$ cat src/rtl/pipe_pkg.sv
// Shared pipeline definitions: opcode/funct encodings, ALU selects and the
// ID/EX control bundle carried from decode into execute.
package pipe_pkg;

    localparam int REG_ADDR_W = 5;

    localparam logic [5:0] OP_RTYPE = 6'h00;
    localparam logic [5:0] OP_LW    = 6'h23;
    localparam logic [5:0] OP_SW    = 6'h2B;
    localparam logic [5:0] OP_BEQ   = 6'h04;
    localparam logic [5:0] OP_ADDI  = 6'h08;
    localparam logic [5:0] OP_J     = 6'h02;

    localparam logic [5:0] FUNCT_ADD = 6'h20;
    localparam logic [5:0] FUNCT_SUB = 6'h22;
    localparam logic [5:0] FUNCT_AND = 6'h24;
    localparam logic [5:0] FUNCT_OR  = 6'h25;
    localparam logic [5:0] FUNCT_SLT = 6'h2A;

    typedef enum logic [2:0] {
        ALU_ADD = 3'b000,
        ALU_SUB = 3'b001,
        ALU_AND = 3'b010,
        ALU_OR  = 3'b011,
        ALU_SLT = 3'b100
    } alu_op_t;

    typedef struct packed {
        logic    reg_write;
        logic    mem_read;
        logic    mem_write;
        logic    mem_to_reg;
        logic    alu_src;
        logic    reg_dst;
        logic    branch;
        logic    jump;
        alu_op_t alu_op;
    } id_ex_ctrl_t;

    // A bubble is a no-op in every later stage: nothing written, nothing stored.
    localparam id_ex_ctrl_t CTRL_BUBBLE = '0;

endpackage

$ cat src/rtl/reg_file.sv
// 32x32 register file: two combinational read ports with write-first bypass,
// one synchronous write port, r0 hardwired to zero, synchronous reset.
module reg_file
    import pipe_pkg::*;
#(
    parameter int DATA_W = 32,
    parameter int NREGS  = 32,
    parameter int ADDR_W = REG_ADDR_W
) (
    input  logic              clk,
    input  logic              rst,
    input  logic [ADDR_W-1:0] addr_a,
    input  logic [ADDR_W-1:0] addr_b,
    output logic [DATA_W-1:0] data_a,
    output logic [DATA_W-1:0] data_b,
    input  logic              we,
    input  logic [ADDR_W-1:0] wr_addr,
    input  logic [DATA_W-1:0] wr_data
);

    logic [DATA_W-1:0] regs [NREGS];

    always_ff @(posedge clk) begin
        if (rst) begin
            for (int i = 0; i < NREGS; i++) begin
                regs[i] <= '0;
            end
        end else if (we && wr_addr != '0) begin
            regs[wr_addr] <= wr_data;
        end
    end

    // Bypass lets an instruction in decode see the value being written back
    // on the same edge, so WB->ID needs no extra stall.
    always_comb begin
        data_a = regs[addr_a];
        if (addr_a == '0) begin
            data_a = '0;
        end else if (we && addr_a == wr_addr) begin
            data_a = wr_data;
        end
    end

    always_comb begin
        data_b = regs[addr_b];
        if (addr_b == '0) begin
            data_b = '0;
        end else if (we && addr_b == wr_addr) begin
            data_b = wr_data;
        end
    end

endmodule

$ cat src/rtl/decode_stage.sv
// MIPS instruction-decode stage: control decode, register read/writeback,
// immediate sign extension, load-use hazard detection and the ID/EX register.
module decode_stage
    import pipe_pkg::*;
#(
    parameter int DATA_W = 32,
    parameter int NREGS  = 32
) (
    input  logic              clk,
    input  logic              rst,
    input  logic [31:0]       instruction,
    input  logic [31:0]       pc_in,
    input  logic              wb_we,
    input  logic [4:0]        wb_addr,
    input  logic [DATA_W-1:0] wb_data,
    input  logic              flush,
    output logic              stall,
    output logic [DATA_W-1:0] rs_data,
    output logic [DATA_W-1:0] rt_data,
    output logic [DATA_W-1:0] imm_ext,
    output logic [4:0]        rs,
    output logic [4:0]        rt,
    output logic [4:0]        rd,
    output logic [31:0]       pc_out,
    output logic [15:0]       b_address,
    output logic [25:0]       j_address,
    output logic              reg_write,
    output logic              mem_read,
    output logic              mem_write,
    output logic              mem_to_reg,
    output logic              alu_src,
    output logic              reg_dst,
    output logic              branch,
    output logic              jump,
    output logic [2:0]        alu_op
);

    logic [5:0]        opcode;
    logic [5:0]        funct;
    logic [4:0]        rs_field;
    logic [4:0]        rt_field;
    logic [4:0]        rd_field;
    logic [15:0]       imm_field;
    logic [DATA_W-1:0] read_a;
    logic [DATA_W-1:0] read_b;
    logic [DATA_W-1:0] imm_sext;
    logic              reads_rt;
    id_ex_ctrl_t       dec_ctrl;
    id_ex_ctrl_t       ctrl_q;

    assign opcode    = instruction[31:26];
    assign rs_field  = instruction[25:21];
    assign rt_field  = instruction[20:16];
    assign rd_field  = instruction[15:11];
    assign imm_field = instruction[15:0];
    assign funct     = instruction[5:0];
    assign imm_sext  = {{(DATA_W-16){imm_field[15]}}, imm_field};

    reg_file #(
        .DATA_W (DATA_W),
        .NREGS  (NREGS),
        .ADDR_W (REG_ADDR_W)
    ) u_reg_file (
        .clk     (clk),
        .rst     (rst),
        .addr_a  (rs_field),
        .addr_b  (rt_field),
        .data_a  (read_a),
        .data_b  (read_b),
        .we      (wb_we),
        .wr_addr (wb_addr),
        .wr_data (wb_data)
    );

    // Unknown opcodes and unknown R-type functs decode to a bubble.
    always_comb begin
        dec_ctrl = CTRL_BUBBLE;
        case (opcode)
            OP_RTYPE: begin
                dec_ctrl.reg_dst   = 1'b1;
                dec_ctrl.reg_write = 1'b1;
                case (funct)
                    FUNCT_ADD: dec_ctrl.alu_op = ALU_ADD;
                    FUNCT_SUB: dec_ctrl.alu_op = ALU_SUB;
                    FUNCT_AND: dec_ctrl.alu_op = ALU_AND;
                    FUNCT_OR:  dec_ctrl.alu_op = ALU_OR;
                    FUNCT_SLT: dec_ctrl.alu_op = ALU_SLT;
                    default:   dec_ctrl        = CTRL_BUBBLE;
                endcase
            end
            OP_LW: begin
                dec_ctrl.alu_src    = 1'b1;
                dec_ctrl.mem_read   = 1'b1;
                dec_ctrl.mem_to_reg = 1'b1;
                dec_ctrl.reg_write  = 1'b1;
                dec_ctrl.alu_op     = ALU_ADD;
            end
            OP_SW: begin
                dec_ctrl.alu_src   = 1'b1;
                dec_ctrl.mem_write = 1'b1;
                dec_ctrl.alu_op    = ALU_ADD;
            end
            OP_BEQ: begin
                dec_ctrl.branch = 1'b1;
                dec_ctrl.alu_op = ALU_SUB;
            end
            OP_ADDI: begin
                dec_ctrl.alu_src   = 1'b1;
                dec_ctrl.reg_write = 1'b1;
                dec_ctrl.alu_op    = ALU_ADD;
            end
            OP_J: begin
                dec_ctrl.jump = 1'b1;
            end
            default: begin
                dec_ctrl = CTRL_BUBBLE;
            end
        endcase
    end

    // Only formats that actually read rt as a source can hazard on it.
    assign reads_rt = (opcode == OP_RTYPE) || (opcode == OP_SW) || (opcode == OP_BEQ);

    assign stall = ctrl_q.mem_read && (rt != '0) &&
                   ((rt == rs_field) || ((rt == rt_field) && reads_rt)) &&
                   !flush;

    always_ff @(posedge clk) begin
        if (rst) begin
            ctrl_q    <= CTRL_BUBBLE;
            rs_data   <= '0;
            rt_data   <= '0;
            imm_ext   <= '0;
            rs        <= '0;
            rt        <= '0;
            rd        <= '0;
            pc_out    <= '0;
            b_address <= '0;
            j_address <= '0;
        end else begin
            ctrl_q    <= (flush || stall) ? CTRL_BUBBLE : dec_ctrl;
            rs_data   <= read_a;
            rt_data   <= read_b;
            imm_ext   <= imm_sext;
            rs        <= rs_field;
            rt        <= rt_field;
            rd        <= rd_field;
            pc_out    <= pc_in;
            b_address <= imm_field;
            j_address <= instruction[25:0];
        end
    end

    assign reg_write  = ctrl_q.reg_write;
    assign mem_read   = ctrl_q.mem_read;
    assign mem_write  = ctrl_q.mem_write;
    assign mem_to_reg = ctrl_q.mem_to_reg;
    assign alu_src    = ctrl_q.alu_src;
    assign reg_dst    = ctrl_q.reg_dst;
    assign branch     = ctrl_q.branch;
    assign jump       = ctrl_q.jump;
    assign alu_op     = ctrl_q.alu_op;

endmodule

$ cat config.mk
export PLATFORM = sky130hd
export DESIGN_NAME = decode_stage
export DESIGN_NICKNAME = d
export VERILOG_FILES = /design/src/rtl/pipe_pkg.sv /design/src/rtl/reg_file.sv /design/src/rtl/decode_stage.sv
export SDC_FILE = /design/constraint.sdc
export NUM_CORES = 2
export LEC_CHECK = 0
export BUFFER_PORTS_ARGS = -buffer_cell sky130_fd_sc_hd__buf_2
export CORE_ASPECT_RATIO = 0.6
export CORE_UTILIZATION = 55
export DETAILED_ROUTE_END_ITERATION = 12
export PLACE_DENSITY = 0.73
export SLEW_MARGIN = 30
export SYNTH_ARGS = -nofsm -noshare
export SYNTH_HDL_FRONTEND = slang
export SYNTH_SLANG_ARGS = --single-unit
$ cat constraint.sdc
create_clock -name clk -period 5.17 [get_ports clk]
set_clock_uncertainty 0.15 [all_clocks]
set_input_delay 1.034 -clock clk [delete_from_list [all_inputs] [get_ports clk]]
set_output_delay 1.034 -clock clk [all_outputs]
set_load 0.02 [all_outputs]
==> flow_summary.toml <==
[worst_setup_path]
ff2ff_setup_slack_ns = 2.71
critPathKind = "input port to primary output"
critical_path.reg2reg.startpoint = "rt[1]"
depth_of_the_worst_register_to_register_path = 5
arrival_ns = 2.71
setup.worst_path.start_class = "input port"
cp_max_fanout = 19
critical-path-top-cell-by-count = "buf_2"
critical_path_max_stage_delay_ns = 0.47
timing.critical_path.to_type = "primary output"
cp_slowest_cell = "buf_2"
required_ns = 3.99
regToRegEndpoint = "alu_src"
worstPathCellList = "buf_2, xor2_1, nor4_1, nand3_1, a21oi_1, buf_4, nor2b_1, buf_2"

[pwr]
comb_power_share = 0.117
clkPwrFrac = 0.386
switching_power_of_the_nets_uw = 5587
maximum_vdd_drop_mv = 0.2814
power_density_nw_per_um2 = 337.9
p_leak_uw = 0.02316
power.sequential.fraction = 0.497
internal_power_summed_over_all_cells_uw = 16530
switching_share = 0.2527

[sta]
grt_setup_unrepaired = "false"
fmax_ghz = 0.2570
fin_crit_ns = 3.890
maxSlewViolCount = 0
worst_margin_pin_slew_ns = 1.096
tns_ns = 0
setup_viol_count_final = 0
min_period_over_period = 0.7525
hold_ws_ns = 0.3500
timing.max_slew.rel_slack = 0.2696
hold_viol = 0

[logic_synthesis]
netlist.area_leader.share = 0.5222
synth-seq-cells = 1156
post_synth_main_area_contributors = "edfxtp_1, mux4_2, and2_1"
ys.warnings.count = 0
synth.avg_cell_area_um2 = 14.60
share_of_the_yosys_chip_area_belonging_to_registers = 0.5671
post_synthesis_cell_area_um2 = 58880
synth-main-ff-cell = "edfxtp_1"
ranking_of_synthesized_cells_by_instance_count = "edfxtp_1, and2_1, mux4_2, clkbuf_1, mux2i_1"
yosys.cell_types.count = 50
yosys.area.top_type = "edfxtp_1"
synth_edf_count = 1024
async_flop_share = 0
yosys.cell_count.top_type = "edfxtp_1"
synth_cells = 4033

[clocking]
cts.repair.resized = 0
clock_sink_count = 1156
cts_hold_buf = 0
h_tree_depth = 3
clkLatencyLatePin_ns = 0.75
post-cts-setup-buffer-count = 0
clk_root_buffer_cell = "clkbuf_16"
maximum_number_of_buffers_from_clock_root_to_sink = 3
cts_buffers = 109
cts.clk_slew.worst_paths_ns = 0.06
tritoncts = "built"

[routing]
detail-route-antenna-nets = 0
vias_per_cell = 6.900
route.vias.total = 38792
detailedRoute.firstPassIterationCount = 5
post_drt_wl_per_cell_um = 33.55
drt-total-wl_um = 188600
remaining_drc_errors = 0
drt-initial-drc-count = 6835

[placed_design]
final_weighted_congestion_of_routability_driven_global_placement = 0.8862
dp_hpwl_um = 112500
buffers_on_ports = 301

[grt]
total_routing_usage_gr = 0.3481
global_route.overflow_total = 0
antenna_found_initial = 15
grt-busiest-layer = "met1"
pin_count_of_the_biggest_net_entering_global_routing = 81
global_route.usage.met3 = 0.1115
met1_usage = 0.5129
globalRouteMet2Util = 0.4807
via_count_of_the_first_global_routing_pass = 37494
global_route_wire_length_before_repair_um = 269300

[worst_hold_path]
hp-class = "input port to flop"
holdPathEnd = "pc_out[15]"
worst_hold_startpoint = "pc_in[15]"
timing.hold.worst_path_depth = 2

[run_status]
outcome = "complete, no violations"

[layout]
ratio_of_cells_with_drive_above_1_in_the_final_layout = 0.2772
fin_nets = 4219
layout-area-overhead-vs-synth_pct = 11.13
seqCellArea_um2 = 33390
final.fill_count = 7700
multi_input_area_um2 = 23500

[die]
die_x_um = 424.4
die-height_um = 255.5
floorplan.rows = 92
io_pins = 302
floorplan.initialDensity = 0.5578
dieArea_um2 = 108400
fp.coreArea_um2 = 105600

[run]
drv.max_cap_violation_count = 0
placed cells by master, fill, tap and decap left out, types with 8 or more instances in the layout:
master        n
a21oi_1      35
a221oi_1     23
a22oi_1     105
a32o_1       64
and2_1      993
buf_12       36
buf_2       294
buf_4       101
bufinv_16     9
clkbuf_1     24
clkbuf_16   115
clkbuf_8     18
clkinv_2     21
conb_1       32
dfxtp_1     132
edfxtp_1   1024
mux2_2       46
mux2i_1     161
mux4_2      425
nand2_1      66
nand2b_1     25
nand3_1       8
nand3b_1     48
nand4_1      34
nor2_4       26
nor2b_1      60
nor4_1       11
o211ai_1     87
o221ai_1     32
o22ai_1      32
or2_2        32
xnor2_1       8
xor2_1       12
flip-flops by register name, indices dropped and copies added, names as in the netlist, 2 cells and up:
register,cells
alu_op,3
rt,4
rs,5
rs_data,32
u_reg_file.regs,1024
j_address,2
pc_out,32
rt_data,32
rd,4
b_address,11
power by group through the flow:
stage               sequential, µW  combinational (µW)  clock [µW]
CTS                          11000                2540        8550
floorplan                    11100                1580           0
global route                 11000                2670        8900
detailed placement           11200                2530           0
global placement             11100                2510           0
finish                       11000                2590        8530
worst max-delay path, delay by kind of cell:
family / cells / cell delay [ns]
AOI/OAI and AO/OA: 1 / 0.14
xor gates and xnor gates: 1 / 0.14
buffers and inverters: 3 / 0.83
and+or+nand+nor: 3 / 0.56
worst max path at each step:
stage / startpoint / end / slack, ns / cells past startpoint
after floorplan: instruction[16] / stall / 1.34 / 9
after detailed placement: instruction[20] / stall / 1.30 / 8
after global routing: instruction[20] / stall / 1.12 / 8
after global placement: instruction[20] / stall / 1.25 / 8
after CTS: rt[3] / stall / 1.30 / 7
final: instruction[20] / stall / 1.28 / 8
metal layers:
metal  wire (µm)  vias to the layer above  share of wire
met1       73070                    19606           0.39
met4        8181                        8          0.043
met2       78570                     3206           0.42
met5          50                        -        0.00027
li1            -                    15467              -
met3       28770                      505           0.15
cell type report:
cell class              instances  area share
repair buffers                436     0.04617
diodes                          6   0.0002294
inverters                       2   0.0001147
clock buffers                 157     0.04914
multi-input cells            2409      0.3591
well taps                    1410     0.02696
clock inverters                46    0.008049
flip-flops and latches       1156      0.5103
stage by stage:
| stage | total power (µW) | util | std cells | area [µm²] | setup WS (ns) |
|---|---|---|---|---|---|
| 6_report | 22110 | 0.6200 | 5622 | 65440 | 1.280 |
| 5_1_grt | 22610 | 0.6199 | 5618 | 65430 | 1.117 |
| 4_1_cts | 22070 | 0.6198 | 5616 | 65420 | 1.296 |
| 3_5_place_dp | 13700 | 0.5843 | 5413 | 61680 | 1.300 |
| 3_3_place_gp | 13650 | 0.5843 | 5413 | 61680 | 1.248 |
| 2_1_floorplan | 12720 | - | 4064 | 59000 | 1.336 |
kinds of logic (layout without fill, tap and decap cells):
kind of cell,Yosys count,count (layout),share of synthesized area
xor+xnor,20,20,0.002975
simple gates,1341,1341,0.1400
buf+inv,499,641,0.04033
compound gates,384,384,0.05083
flops,1156,1156,0.5671
other cells,1,38,0.00006368
mux,632,632,0.1987
Note: power is estimated with default switching activity, not from simulation.
